--- config.mk ---
export PLATFORM = sky130hd
export DESIGN_NAME = c_pipe_reg_flat
export DESIGN_NICKNAME = d
export VERILOG_FILES = /design/src/rtl/c_pipe_reg_if.sv /design/src/rtl/c_pipe_reg.sv /design/src/flat_wrapper.sv
export SDC_FILE = /design/constraint.sdc
export NUM_CORES = 1
export LEC_CHECK = 0
export BUFFER_PORTS_ARGS = -buffer_cell sky130_fd_sc_hd__buf_4
export CAP_MARGIN = 10
export CORE_ASPECT_RATIO = 0.9
export CORE_UTILIZATION = 56
export DETAILED_ROUTE_END_ITERATION = 10
export PLACE_DENSITY = 0.9
export SYNTH_ARGS = -nofsm -noshare
export SYNTH_HDL_FRONTEND = slang
export SYNTH_SLANG_ARGS = --single-unit
--- constraint.sdc ---
create_clock -name clk -period 3.3 [get_ports clk]
set_input_delay 0 -clock clk [delete_from_list [all_inputs] [get_ports clk]]
set_output_delay 0 -clock clk [all_outputs]
set_load 0.05 [all_outputs]
--- src/rtl/c_pipe_reg_if.sv ---
//------------------------------------------------------------------------------
// c_pipe_reg_if : push/pop valid-ready bus for the c_pipe_reg elastic pipeline
// Rev 1.0
//------------------------------------------------------------------------------
`default_nettype none

interface c_pipe_reg_if #(
  parameter int WIDTH = 32
);
  logic             push_valid;
  logic [WIDTH-1:0] push_data;
  logic             push_ready;
  logic             pop_valid;
  logic [WIDTH-1:0] pop_data;
  logic             pop_ready;

  // Environment side: feeds the push end and consumes the pop end.
  modport master (
    output push_valid, push_data, pop_ready,
    input  push_ready, pop_valid, pop_data
  );

  // Pipeline side.
  modport slave (
    input  push_valid, push_data, pop_ready,
    output push_ready, pop_valid, pop_data
  );
endinterface

`default_nettype wire

--- src/rtl/c_pipe_reg.sv ---
//------------------------------------------------------------------------------
// c_pipe_reg : multi-stage elastic pipeline register with bubble collapsing,
//              global stall and occupancy count. Define C_PIPE_REG_SKID_EN to
//              add a registered-ready skid entry in front of stage 0.
// Rev 1.0
//------------------------------------------------------------------------------
`default_nettype none

module c_pipe_reg #(
  parameter int               WIDTH       = 32,
  parameter int               DEPTH       = 2,
  parameter logic [WIDTH-1:0] RESET_VALUE = '0,
  parameter int               COUNT_WIDTH = $clog2(DEPTH + 2)
) (
  input  wire logic                   clk,
  input  wire logic                   reset,
  input  wire logic                   active,
  c_pipe_reg_if.slave                 bus,
  output logic [COUNT_WIDTH-1:0]      count
);

  localparam logic [COUNT_WIDTH-1:0] c_one = COUNT_WIDTH'(1);

  logic [DEPTH-1:0]       r_v;
  logic [WIDTH-1:0]       r_d [DEPTH];
  logic [COUNT_WIDTH-1:0] r_count;
  logic [DEPTH:0]         w_rdy;
  logic                   w_push_rdy;
  logic                   w_push_fire;
  logic                   w_pop_fire;
  logic                   w_in_valid;
  logic [WIDTH-1:0]       w_in_data;

  // Ready ripples from the output back toward stage 0; an empty stage always accepts.
  always_comb begin
    logic w_chain;
    w_rdy        = '0;
    w_chain      = bus.pop_ready;
    w_rdy[DEPTH] = w_chain;
    for (int i = DEPTH - 1; i >= 0; i--) begin
      w_chain  = ~r_v[i] | w_chain;
      w_rdy[i] = w_chain;
    end
  end

`ifdef C_PIPE_REG_SKID_EN
  logic             r_skid_v;
  logic [WIDTH-1:0] r_skid_d;

  assign w_push_rdy  = ~r_skid_v & active;
  assign w_push_fire = bus.push_valid & w_push_rdy;
  // A held skid entry always goes to stage 0 before any new push.
  assign w_in_valid  = r_skid_v | w_push_fire;
  assign w_in_data   = r_skid_v ? r_skid_d : bus.push_data;

  always_ff @(posedge clk or posedge reset) begin
    if (reset) begin
      r_skid_v <= 1'b0;
      r_skid_d <= RESET_VALUE;
    end else if (active) begin
      if (r_skid_v) begin
        if (w_rdy[0]) r_skid_v <= 1'b0;
      end else if (w_push_fire && !w_rdy[0]) begin
        r_skid_v <= 1'b1;
        r_skid_d <= bus.push_data;
      end
    end
  end
`else
  assign w_push_rdy  = w_rdy[0] & active;
  assign w_push_fire = bus.push_valid & w_push_rdy;
  assign w_in_valid  = w_push_fire;
  assign w_in_data   = bus.push_data;
`endif

  assign w_pop_fire = r_v[DEPTH-1] & bus.pop_ready & active;

  always_ff @(posedge clk or posedge reset) begin
    if (reset) begin
      r_v <= '0;
      for (int i = 0; i < DEPTH; i++) r_d[i] <= RESET_VALUE;
    end else if (active) begin
      if (w_rdy[0]) begin
        r_v[0] <= w_in_valid;
        if (w_in_valid) r_d[0] <= w_in_data;
      end
      for (int i = 1; i < DEPTH; i++) begin
        if (w_rdy[i]) begin
          r_v[i] <= r_v[i-1];
          if (r_v[i-1]) r_d[i] <= r_d[i-1];
        end
      end
    end
  end

  always_ff @(posedge clk or posedge reset) begin
    if (reset) begin
      r_count <= '0;
    end else if (active) begin
      case ({w_push_fire, w_pop_fire})
        2'b10:   r_count <= r_count + c_one;
        2'b01:   r_count <= r_count - c_one;
        default: r_count <= r_count;
      endcase
    end
  end

  assign bus.push_ready = w_push_rdy;
  assign bus.pop_valid  = r_v[DEPTH-1] & active;
  assign bus.pop_data   = r_d[DEPTH-1];
  assign count          = r_count;

endmodule

`default_nettype wire

--- src/flat_wrapper.sv ---
// flat-port wrapper written by rule: the top's interface ports become plain ports
module c_pipe_reg_flat 
#(
  parameter int               WIDTH       = 32,
  parameter int               DEPTH       = 2,
  parameter logic [WIDTH-1:0] RESET_VALUE = '0,
  parameter int               COUNT_WIDTH = $clog2(DEPTH + 2)
)
  (clk, reset, active, count, bus_push_valid, bus_push_data, bus_pop_ready, bus_push_ready, bus_pop_valid, bus_pop_data);
  c_pipe_reg_if #(.WIDTH(WIDTH)) bus_i ();
  input  wire logic clk;
  input  wire logic reset;
  input  wire logic active;
  output logic [COUNT_WIDTH-1:0] count;
  input wire logic [$bits(bus_i.push_valid)-1:0] bus_push_valid;
  input wire logic [$bits(bus_i.push_data)-1:0] bus_push_data;
  input wire logic [$bits(bus_i.pop_ready)-1:0] bus_pop_ready;
  output wire logic [$bits(bus_i.push_ready)-1:0] bus_push_ready;
  output wire logic [$bits(bus_i.pop_valid)-1:0] bus_pop_valid;
  output wire logic [$bits(bus_i.pop_data)-1:0] bus_pop_data;
  assign bus_i.push_valid = bus_push_valid;
  assign bus_i.push_data = bus_push_data;
  assign bus_i.pop_ready = bus_pop_ready;
  assign bus_push_ready = bus_i.push_ready;
  assign bus_pop_valid = bus_i.pop_valid;
  assign bus_pop_data = bus_i.pop_data;
  c_pipe_reg #(.WIDTH(WIDTH), .DEPTH(DEPTH), .RESET_VALUE(RESET_VALUE), .COUNT_WIDTH(COUNT_WIDTH)) u_core (.clk(clk), .reset(reset), .active(active), .bus(bus_i), .count(count));
endmodule
After elaboration in Yosys (flattened, before gate mapping)
Index checks and enable logic that the tools add are counted.
W data, S select, Z words.

storage, ports and cells
  register bits = 68
  logic and storage cells = 25
  output and inout bits = 36
  bits of input ports = 37

operators by class
  $add $sub $neg = 2
  eq/ne operators = 2
  muxes and demuxes = 1
  reductions and logical operators = 6
  bitwise operators = 9

operators with widths
  kind                   number
  $reduce_and A2 Y1      3
  $reduce_and A3 Y1      2
  $and A1 B1 Y1          5
  $pmux W2 S2            1
  $add A2 B1 Y2 const B  1
  $eq A2 B1 Y1 const B   1
  $eq A2 B2 Y1 const B   1
  $not A1 Y1             2
  $or A1 B1 Y1           2
  $reduce_bool A2 Y1     1
  $sub A2 B1 Y2 const B  1

Logic depth before layout (Yosys ltp)
Gate-level depths: netlist of the first run.

  depth in word-level cells = 8
  depth in mapped cells = 8
  depth with buffers taken out = 7

Worst setup path before layout of the first run
OpenSTA, ideal clock, no wires.

  path kind = register to register
  from = register u_core.r_v[1]
  to = register u_core.r_count[1], in the netlist u_core.count[1]
  stages on the path, launching flop included = 9
  arrival = 1.769 ns
  setup time = 0.082 ns
  clock period less this slack = 1.850 ns
  path slack = 1.450 ns
  required time = 3.218 ns
  path buffers = 1
  cells stage by stage = dfrtp_1 > and2b_4 > a21oi_4 > buf_6 > inv_1 > ha_1 > or2b_1 > nor2_1 > xor2_1

between the ends
  word-level cells in the longest chain between the ends = 8
  elaborated cells between the ends (all ways) = 12
  classes of those cells = 2 x eq/ne; 1 x mux; 7 x bitwise; 2 x reduce/logical

ends and longest elaborated chain
  what                                                 line               source
  from (decl)                                          c_pipe_reg.sv:24   logic [DEPTH-1:0] r_v;
  from (signal, indexed assignment)                    c_pipe_reg.sv:89   r_v[i] <= r_v[i-1];
  $not A1 Y1                                           c_pipe_reg.sv:41   w_chain = ~r_v[i] | w_chain;
  $or A1 B1 Y1 (2 in a row)                            c_pipe_reg.sv:41
  $and A1 B1 Y1                                        c_pipe_reg.sv:70   assign w_push_rdy = w_rdy[0] & active;
  $and A1 B1 Y1                                        c_pipe_reg.sv:71   assign w_push_fire = bus.push_valid & w_push_rdy;
  $eq A2 B2 Y1 / $eq A2 B1 Y1 (equally long branches)  c_pipe_reg.sv:100  case ({w_push_fire, w_pop_fire})
  $reduce_bool A2 Y1 (no line)                         --
  $reduce_and A2 Y1 (no line)                          --
  to (signal assigned)                                 c_pipe_reg.sv:101  2'b10: r_count <= r_count + c_one;
  to (signal assigned)                                 c_pipe_reg.sv:102  2'b01: r_count <= r_count - c_one;
  to (signal assigned)                                 c_pipe_reg.sv:103  default: r_count <= r_count;
  to (decl)                                            c_pipe_reg.sv:26   logic [COUNT_WIDTH-1:0] r_count;

Parallel ways exist; a longest one is shown, timed or not.
A chain may end at the register's enable or synchronous reset.

Worst setup path in the final report of the first run
Same ends and word-level chain as after synthesis.

==> results of run 1 <==
==> state kept, by name, indices dropped and copies added, names as in the netlist <==
register,flops
u_core.bus.pop_data,32
u_core.count,2
u_core.r_d,32
u_core.r_v,2
==> critical path, stage by stage, from the launching register on <==
cell,delay (ns)
dfrtp_1,0.42
and2b_4,0.21
a21oi_4,0.51
inv_1,0.10
ha_1,0.30
or2b_1,0.24
nor2_1,0.14
xor2_1,0.15
==> layout make-up <==
type,instances,area [um^2]
well taps,65,81.3
clock buffers,11,151
multi-input cells,82,855
inverters,3,11.3
fillers,299,1110
flip-flops and latches,68,1700
clock inverters,4,72.6
repair buffers,110,916
==> final timing paths <==
path	depth (start not counted)	end	slack, ns
worst max-delay path	7	u_core.count[1]	1.16
worst min-delay path	5	u_core.count[0]	0.26
worst max register to register	7	u_core.count[1]	1.16
worst min register to register	1	u_core.count[1]	0.48
max in group asynchronous	4	u_core.r_d[42]	1.99
min in group asynchronous	3	u_core.r_d[61]	0.47
==> Yosys cell counts <==
master / number / area, um^2
a21oi_1: 1 / 5.00
a21oi_4: 1 / 16.3
a22o_1: 1 / 8.76
and2_1: 1 / 6.26
and2b_4: 1 / 10.0
and3_1: 1 / 6.26
buf_4: 35 / 263
buf_6: 3 / 33.8
dfrtp_1: 68 / 1700
ha_1: 1 / 12.5
inv_1: 3 / 11.3
mux2_1: 4 / 45.0
mux2_2: 60 / 676
nand2_1: 4 / 15.0
nor2_1: 1 / 3.75
nor2_4: 1 / 11.3
o21ai_0: 1 / 5.00
or2b_1: 1 / 7.51
xnor2_1: 2 / 17.5
xor2_1: 1 / 8.76
==> cells by family after synthesis <==
group	count (synthesis)	share of synthesized area
AOI/OAI and AO/OA	4	0.0122
xor gates and xnor gates	3	0.00918
adders and majority gates	1	0.00437
buffers and inverters	41	0.107
DFF	68	0.594
muxes	64	0.252
and+or+nand+nor	10	0.0210
==> routing by layer <==
layer,global-route usage,part of all wire,vias to the layer above
met1,0.251,0.43,843
met4,0.0797,0.0079,0
met2,0.376,0.51,56
li1,-,-,783
met3,0.0816,0.052,6
met5,0,0,-
==> power by group <==
group	switching, mW	leakage (nW)	total, mW	internal [mW]
Sequential	0.150	0.799	1.25	1.10
Combinational	0.884	0.820	1.39	0.506
Clock	0.294	0.111	0.755	0.461
Total	1.33	1.73	3.39	2.06
==> summary.txt, run 1 <==
Outcome
  – Status: complete, no violations

Floorplan
  – Initial core utilization: 0.585
  – DIE HEIGHT: 69.8 um
  – Horiz. Die Dim: 77.4 um
  – Core area: 0.00489 mm^2
  – Top Ports: 73
  – # rows: 24
  – Die Area: 0.00540 mm^2

Clock network
  – CTS root buf: clkbuf_8
  – Post-cts repair resize count: 0
  – CTS Hold Bufs: 36
  – CTS max path bufs: 2
  – Clk sinks: 68
  – Worst-Skew Late Latency: 0.33 ns
  – H-Tree Depth: 3
  – CTS buffer count: 9
  – TritonCTS clock tree: yes
  – Postcts setup bufs: 0
  – Worst-path clk slew: 0.07 ns

Placed design
  – Placed Instances: 292
  – Post-DP HPWL: 3160 um
  – RePlAce Congestion: 0.692
  – IO buf count: 72
  – Placed cell areas: 0.00320 mm^2
  – Setup Slack @ Placement: 1.19 ns

Drt
  – Routed WL per cell: 15.5 um
  – Via density: 4.92
  – Vias: 1688
  – Drt first pass iters: 4
  – Initial DRC count: 37
  – ANT nets after route: 0
  – Routed WL: 5310 um
  – DRC: 0

Synth
  – Mapped Avg Cell Area: 15.0 um^2
  – Synth Net Count: 229
  – Yosys reg bits: 68
  – Gate Count Post-Synth: 191
  – Yosys cell types: 20
  – Sequential area share after synthesis: 0.594
  – Post-Synthesis Cell Area: 0.00286 mm^2
  – Syn. warnings: 0

Final layout
  – Post-layout util: 0.774
  – # nets final: 312
  – Ant diodes: 0
  – Commonest non-fill, non-tap cell in the layout: buf_4
  – Most frequent cells in the layout: buf_4, dfrtp_1, mux2_2
  – Layout Cells excl Fill: 343
  – Share of post-route cells with drive strength above 1: 0.550
  – Fin area: 0.00379 mm^2
  – Synthesis-to-finish area growth: 32.3%

STA
  – Worst hold slack: 0.256 ns
  – Tcrit/Tclk final: 0.648
  – Slew headroom: 0.353
  – Final Hold Viols: 0
  – Max Clock Skew: 0.00509 ns
  – Final worst path period need: 2.14 ns
  – RSZ-0062 raised after global routing: no
  – Peak Freq: 0.467 GHz
  – Setup ws final: 1.16 ns
  – Slew @ Worst Pin: 0.968 ns
  – Setup TNS: 0 ns
  – Setup violations, final: 0
  – Max Slew Vio Count: 0

Critical path
  – WS Path Type: reg -> reg
  – Critical Path Start: u_core.r_v[1]
  – Reg2reg start: u_core.r_v[1]
  – WP data required: 3.56 ns
  – Critical Path Fanout Max: 18
  – CP arrival: 2.40 ns
  – CP Capture Type: register
  – Startpoint types: register

Global routing
  – Gr usage total: 0.220
  – Vias in the first global route: 1815
  – Largest net degree at the start of global routing: 48
  – First-pass GRT wire length: 8690 um
  – Initial antenna violation count: 0
  – GRT overflow: 0

Flow run
  – Max_cap viols: 0

Power and ir drop
  – Power per cell area: 895 mW/mm^2
  – Overall power: 3.39 mW
  – VDD IR max: 0.631 mV
  – Pleak: 1.73 nW

Worst hold path
  – Tightest Hold Check Type: in -> reg
  – Hold Crit Start: bus_pop_ready
No activity file was read; power rests on OpenSTA's default activity.
==> run 2, diff against run 1 <==
--- a/config.mk
+++ b/config.mk
@@ -5,12 +5,13 @@
 export SDC_FILE = /design/constraint.sdc
 export NUM_CORES = 1
 export LEC_CHECK = 0
+export ABC_AREA = 1
 export BUFFER_PORTS_ARGS = -buffer_cell sky130_fd_sc_hd__buf_4
 export CAP_MARGIN = 10
 export CORE_ASPECT_RATIO = 0.9
-export CORE_UTILIZATION = 56
+export CORE_UTILIZATION = 48
 export DETAILED_ROUTE_END_ITERATION = 10
-export PLACE_DENSITY = 0.9
+export PLACE_DENSITY = 0.81
 export SYNTH_ARGS = -nofsm -noshare
 export SYNTH_HDL_FRONTEND = slang
 export SYNTH_SLANG_ARGS = --single-unit
==> constraint.sdc (replaced) <==
create_clock -name clk -period 1.8 [get_ports clk]
set_input_delay 0 -clock clk [delete_from_list [all_inputs] [get_ports clk]]
set_output_delay 0 -clock clk [all_outputs]
set_load 0.05 [all_outputs]
==> run 2 against run 1 <==
Compared with the run above:
- non-clock buffer count is 6 higher
- register-to-register slack lost 0.85 ns
- critical path depth shrank 4
- global-route usage increased by 0.76 points
- clock-buffer cell count fell by 1
- via count grew 53%
- first-iteration DRC count grew to 4.4 times the previous value
- clock skew increased by 0.0053 ns
- critical endpoint is now bus_push_ready
- largest cell class unchanged
- largest power group unchanged
==> summary.txt, run 2 <==
Outcome
  – Status: complete, no violations

Synth
  – Synth top area share: 0.549 (-0.0449)
  – Number of synthesized flops with an enable pin: 0 (unchanged)
  – Most common cell in the synthesized netlist: nand2_1
  – Synth top area cells: dfrtp_1, nand2_1, buf_4, nand4_1, nand3_1
  – Synth Net Count: 382 (+67%)
  – Gate Count Post-Synth: 344 (+80%)
  – Mapped Avg Cell Area: 9.01 um^2 (-40%)
  – Post-Synthesis Cell Area: 0.00310 mm^2 (+8.2%)
  – Post-synth top cells: nand2_1, dfrtp_1, buf_4
  – Main flop type after synthesis: dfrtp_1
  – Asr flop ratio synth: 1.00 (unchanged)
  – Yosys reg bits: 68 (unchanged)
  – Sequential area share after synthesis: 0.549 (-0.0449)
  – Yosys top cell by area: dfrtp_1
  – Syn. warnings: 0 (unchanged)
  – Yosys cell types: 20 (unchanged)

STA
  – Setup ws final: 0.296 ns (-0.864 ns)
  – Slew @ Worst Pin: 0.552 ns (-0.417 ns)
  – Final Hold Viols: 0 (unchanged)
  – Setup TNS: 0 ns (unchanged)
  – Tcrit/Tclk final: 0.836
  – Setup violations, final: 0 (unchanged)
  – Max Clock Skew: 0.0104 ns (+0.00528 ns)
  – Final worst path period need: 1.50 ns
  – Slew headroom: 0.632 (+0.279)
  – Max Slew Vio Count: 0 (unchanged)
  – RSZ-0062 raised after global routing: no
  – Peak Freq: 0.665 GHz

Final layout
  – Synthesis-to-finish area growth: 28.9%
  – Most frequent cells in the layout: nand2_1, buf_4, dfrtp_1
  – Layout Cells excl Fill: 507 (+48%)
  – Fin area: 0.00399 mm^2 (+5.4%)
  – # nets final: 453 (+45%)
  – Commonest non-fill, non-tap cell in the layout: nand2_1
  – Ant diodes: 0 (unchanged)
  – Share of post-route cells with drive strength above 1: 0.250 (-0.300)

Global routing
  – Gr usage total: 0.227 (+0.00756)
  – GRT overflow: 0 (unchanged)
  – Vias in the first global route: 2463 (+36%)
  – First-pass GRT wire length: 11800 um (+35%)
  – Initial antenna violation count: 0 (unchanged)
  – Largest net degree at the start of global routing: 36 (-25%)

Placed design
  – Post-DP HPWL: 4310 um (+36%)
  – Placed Instances: 458 (+57%)
  – RePlAce Congestion: 0.727 (+5.0%)
  – IO buf count: 72 (unchanged)
  – Setup Slack @ Placement: 0.310 ns (-0.877 ns)
  – Placed cell areas: 0.00346 mm^2 (+8.0%)

Critical path
  – CP dominant cell by count: buf_4
  – CP arrival: 1.50 ns (-0.90 ns)
  – CP bufs+invs: 2 (+1)
  – Critical Path Fanout Max: 35 (+17)
  – CP Capture Type: primary output
  – Crit-path cells: buf_4, a31oi_1, buf_4
  – Max stage delay on crit path: 0.42 ns (-0.09 ns)
  – Startpoint types: register
  – Top Family by Delay on Critical Path: buffers and inverters
  – CP max-delay cell: dfrtp_1
  – WS Path Type: reg -> out
  – WP data required: 1.80 ns (-1.76 ns)

Clock network
  – H-Tree Depth: 3 (unchanged)
  – Postcts setup bufs: 0 (unchanged)
  – TritonCTS clock tree: yes
  – CTS root buf: clkbuf_8
  – CTS max path bufs: 2 (unchanged)
  – CTS Hold Bufs: 33 (-8.3%)
  – Worst-path clk slew: 0.08 ns (about the same)
  – Post-cts repair resize count: 0 (unchanged)
  – Worst-Skew Late Latency: 0.34 ns (about the same)
  – Clk sinks: 68 (unchanged)
  – CTS buffer count: 9 (unchanged)

Floorplan
  – Die Area: 0.00678 mm^2 (+25%)
  – Horiz. Die Dim: 86.7 um (+12%)
  – # rows: 27 (+13%)
  – Initial core utilization: 0.501 (-0.0840)
  – Core area: 0.00618 mm^2 (+26%)
  – DIE HEIGHT: 78.2 um (+12%)
  – Top Ports: 73 (unchanged)

Drt
  – Routed WL per cell: 13.8 um (-11%)
  – Drt first pass iters: 5 (+1)
  – Vias: 2580 (+53%)
  – ANT nets after route: 0 (unchanged)
  – Via density: 5.09 (+3.4%)
  – Routed WL: 7020 um (+32%)
  – DRC: 0 (unchanged)
  – Initial DRC count: 161 (+340%)

Power and ir drop
  – Pleak: 2.13 nW (+23%)
  – Power per cell area: 1440 mW/mm^2 (+61%)
  – VDD IR max: 0.746 mV (+18%)
  – Comb power frac: 0.398 (-0.012)
  – Reg power frac: 0.382 (+0.015)
  – Internal power: 3.31 mW (+60%)
  – Psw: 2.44 mW (+84%)
  – Sw Share: 0.424 (+0.0326)
  – Clock share of power: 0.221 (-0.002)

Flow run
  – Max_cap viols: 0 (unchanged)

Worst hold path
  – Tightest Hold Check Type: in -> reg
-- run 2: cell count changes after synthesis, moves of 4 or more --
cell / before / now
nand2_1: 4 / 135
mux2_2: 60 / 0
nand3_1: 0 / 33
nand4_1: 0 / 33
buf_2: 0 / 8
buf_1: 0 / 6
inv_1: 3 / 7
mux2_1: 4 / 0
-- run 2: final timing paths --
kind / start / endpoint / slack, ns / cells after the start
worst max-delay path: u_core.r_v[0] / bus_push_ready / 0.30 / 3
worst min-delay path: active / u_core.r_d[34] / 0.03 / 3
worst max register to register: u_core.r_v[1] / u_core.count[1] / 0.31 / 7
worst min register to register: u_core.r_d[50] / u_core.r_d[50] / 0.48 / 2
max in group asynchronous: reset / u_core.r_d[50] / 0.94 / 4
min in group asynchronous: reset / u_core.r_d[39] / 0.27 / 3
-- run 2: metrics by stage --
step | util | hold WS (ns) | total power [mW]
after detailed placement | 0.560 | 0.0915 | 4.45
final | 0.646 | 0.0333 | 5.75
after CTS | 0.646 | 0.0152 | 5.78
after global placement | 0.560 | 0.0801 | 4.40
after floorplan | - | 0.149 | 4.13
after global routing | 0.646 | 0.0436 | 6.04
-- run 2: tightest hold or removal path: stages --
cell and delay (ns):
buf_4 0.18, nand4_1 0.11, nand2_1 0.05
-- run 2: logic make-up after synthesis --
group / count (synthesis) / share of synthesized area
buffers and inverters: 64 / 0.133
and+or+nand+nor: 206 / 0.300
xor gates and xnor gates: 1 / 0.00283
adders and majority gates: 1 / 0.00404
DFF: 68 / 0.549
AOI/OAI and AO/OA: 4 / 0.0105
-- run 2: per-layer routing --
layer,track usage,wire [um]
met1,0.294,3010
met2,0.374,3490
met3,0.0431,441
met4,0.0967,82
met5,0,0
-- run 2: power by group through the flow --
stage	Combinational (mW)	Sequential (mW)	Clock, mW
after global routing	2.44	2.24	1.36
after detailed placement	2.24	2.21	0
after CTS	2.30	2.19	1.29
after global placement	2.19	2.20	0
after floorplan	1.91	2.22	0
final	2.29	2.19	1.27
-- run 2: cell type report --
class | count | area [um^2]
Clock buffer | 10 | 138
Clock inverter | 6 | 63.8
Fill cell | 533 | 2190
Inverter | 8 | 30.0
Multi-Input combinational cell | 212 | 985
Sequential cell | 68 | 1700
Tap cell | 87 | 109
Timing Repair Buffer | 116 | 966
==> run 3, diff against run 2 <==
--- a/config.mk
+++ b/config.mk
@@ -9,9 +9,9 @@
 export BUFFER_PORTS_ARGS = -buffer_cell sky130_fd_sc_hd__buf_4
 export CAP_MARGIN = 10
 export CORE_ASPECT_RATIO = 0.9
-export CORE_UTILIZATION = 48
+export CORE_UTILIZATION = 53
 export DETAILED_ROUTE_END_ITERATION = 10
-export PLACE_DENSITY = 0.81
+export PLACE_DENSITY = 0.85
 export SYNTH_ARGS = -nofsm -noshare
 export SYNTH_HDL_FRONTEND = slang
 export SYNTH_SLANG_ARGS = --single-unit
==> constraint.sdc (replaced) <==
create_clock -name clk -period 1.6 [get_ports clk]
set_input_delay 0 -clock clk [delete_from_list [all_inputs] [get_ports clk]]
set_output_delay 0 -clock clk [all_outputs]
set_load 0.05 [all_outputs]
==> run 3 against run 2 <==
Compared with the run above:
- non-clock buffer count is 1 lower
- register-to-register slack worse by 0.14 ns
- via count is 2.2% lower
- setup slack worse by 0.12 ns
- critical endpoint is now u_core.count[1]
- cell area is 1.8% lower
- highest routed layer unchanged
- wire length is 2.1% lower
- first-iteration DRC count is 5.6% higher
- clock power is 13% lower
==> summary.txt, run 3 (synthesis results as in run 2) <==
Outcome
  – Status: complete, no violations

Drt
  – DRC: 0 (unchanged)
  – Initial DRC count: 170 (+5.6%)
  – Via density: 5.19 (+2.1%)
  – Routed WL per cell: 14.1 um (+2.2%)
  – Vias: 2524 (-2.2%)
  – Drt first pass iters: 4 (-1)
  – Routed WL: 6880 um (-2.1%)
  – ANT nets after route: 0 (unchanged)

Clock network
  – TritonCTS clock tree: yes
  – Worst-path clk slew: 0.07 ns (about the same)
  – CTS max path bufs: 2 (unchanged)
  – Post-cts repair resize count: 0 (unchanged)
  – Clk sinks: 68 (unchanged)
  – CTS root buf: clkbuf_8
  – CTS buffer count: 9 (unchanged)
  – H-Tree Depth: 3 (unchanged)
  – CTS Hold Bufs: 33 (unchanged)
  – Worst-Skew Late Latency: 0.33 ns (about the same)
  – Postcts setup bufs: 0 (unchanged)

Floorplan
  – DIE HEIGHT: 74.5 um (-4.7%)
  – Initial core utilization: 0.547 (+0.0462)
  – Die Area: 0.00616 mm^2 (-9.2%)
  – Top Ports: 73 (unchanged)
  – # rows: 26 (-3.7%)
  – Core area: 0.00566 mm^2 (-8.4%)
  – Horiz. Die Dim: 82.6 um (-4.7%)

Global routing
  – Largest net degree at the start of global routing: 57 (+58%)
  – GRT overflow: 0 (unchanged)
  – Vias in the first global route: 2369 (-3.8%)
  – Initial antenna violation count: 0 (unchanged)
  – First-pass GRT wire length: 11100 um (-5.3%)
  – Gr usage total: 0.248 (+0.0212)

STA
  – Peak Freq: 0.701 GHz
  – Setup violations, final: 0 (unchanged)
  – RSZ-0062 raised after global routing: no
  – Final worst path period need: 1.43 ns
  – Worst hold slack: 0.0323 ns (-0.000979 ns)
  – Setup TNS: 0 ns (unchanged)
  – Tcrit/Tclk final: 0.891
  – Final Hold Viols: 0 (unchanged)
  – Slew @ Worst Pin: 0.354 ns (-0.198 ns)
  – Max Slew Vio Count: 0 (unchanged)
  – Slew headroom: 0.764 (+0.132)
  – Max Clock Skew: 0.00373 ns (-0.00664 ns)

Power and ir drop
  – VDD IR max: 0.981 mV (+31%)
  – Pleak: 2.10 nW (-1.5%)
  – Power per cell area: 1570 mW/mm^2 (+9.3%)

Placed design
  – RePlAce Congestion: 0.770 (+5.9%)
  – IO buf count: 72 (unchanged)
  – Post-DP HPWL: 4230 um (-1.8%)

Critical path
  – CP max-delay cell: dfrtp_1
  – Max stage delay on crit path: 0.48 ns (+0.06 ns)
  – CP arrival: 1.66 ns (+0.16 ns)
  – Crit-path cells: nand3_4, nand3_4, ha_1, nor2_2, nand3_1, nand2_1, nand2_1
  – WP data required: 1.83 ns (+0.03 ns)
  – WS Path Type: reg -> reg
  – Startpoint types: register
  – Critical Path Fanout Max: 6 (-83%)
  – CP Capture Type: register

Final layout
  – Most frequent cells in the layout: nand2_1, buf_4, dfrtp_1
  – Storage element area: 0.00170 mm^2 (unchanged)
  – # nets final: 452 (-0.22%)
  – Area of the multi-input gates: 987 um^2 (+0.25%)
  – Commonest non-fill, non-tap cell in the layout: nand2_1
  – Synthesis-to-finish area growth: 26.5%
  – Ant diodes: 0 (unchanged)
  – FILL cells: 463 (-13%)
  – Share of post-route cells with drive strength above 1: 0.236 (-0.0144)

Flow run
  – Max_cap viols: 0 (unchanged)

Worst hold path
  – Tightest Hold Check Type: in -> reg
## run 3: layer usage
metal,GRT usage,up-vias,wire [um]
met5,0,-,0
met4,0.113,0,129
met3,0.0503,13,269
met2,0.420,68,3460
met1,0.308,1213,3010
li1,-,1230,-
## run 3: area by class of cell
class | instances | share of cell area
clock buffers | 13 | 0.0354
inverters | 8 | 0.00862
multi-input cells | 212 | 0.252
flip-flops and latches | 68 | 0.434
well taps | 70 | 0.0223
repair buffers | 115 | 0.248
## run 3: worst paths after layout
check / startpoint / endpoint / slack (ns) / cells past startpoint
max in group asynchronous: reset / u_core.r_d[59] / 0.86 / 4
setup reg to reg: u_core.r_v[1] / u_core.count[1] / 0.17 / 7
hold reg to reg: u_core.r_d[49] / u_core.r_d[49] / 0.47 / 2
hold / removal: active / u_core.r_d[34] / 0.03 / 3
min in group asynchronous: reset / u_core.bus.pop_data[18] / 0.18 / 3
setup / recovery: u_core.r_v[1] / u_core.count[1] / 0.17 / 7
## run 3: critical path, delay by kind of cell, from the launching register on
family,cells,cell delay [ns]
adder cells (fa/ha/maj),1,0.30
flip-flops,1,0.48
AND/OR/NAND/NOR,6,0.54
## run 3: power by group
part	switching [mW]	total, mW	internal [mW]
Clock	0.572	1.11	0.540
Combinational	1.79	2.58	0.793
Sequential	0.295	2.48	2.18
Total	2.65	6.17	3.51
## run 3: stage by stage
stage	utilization	worst slack [ns]	total power [mW]	instance area, um^2	cells
2_1_floorplan	-	0.0200	4.65	3100	344
3_3_place_gp	0.610	0.236	4.95	3450	440
3_5_place_dp	0.610	0.194	5.02	3450	440
4_1_cts	0.693	0.173	6.19	3920	486
5_1_grt	0.693	0.0902	6.49	3920	486
6_report	0.693	0.174	6.17	3920	486
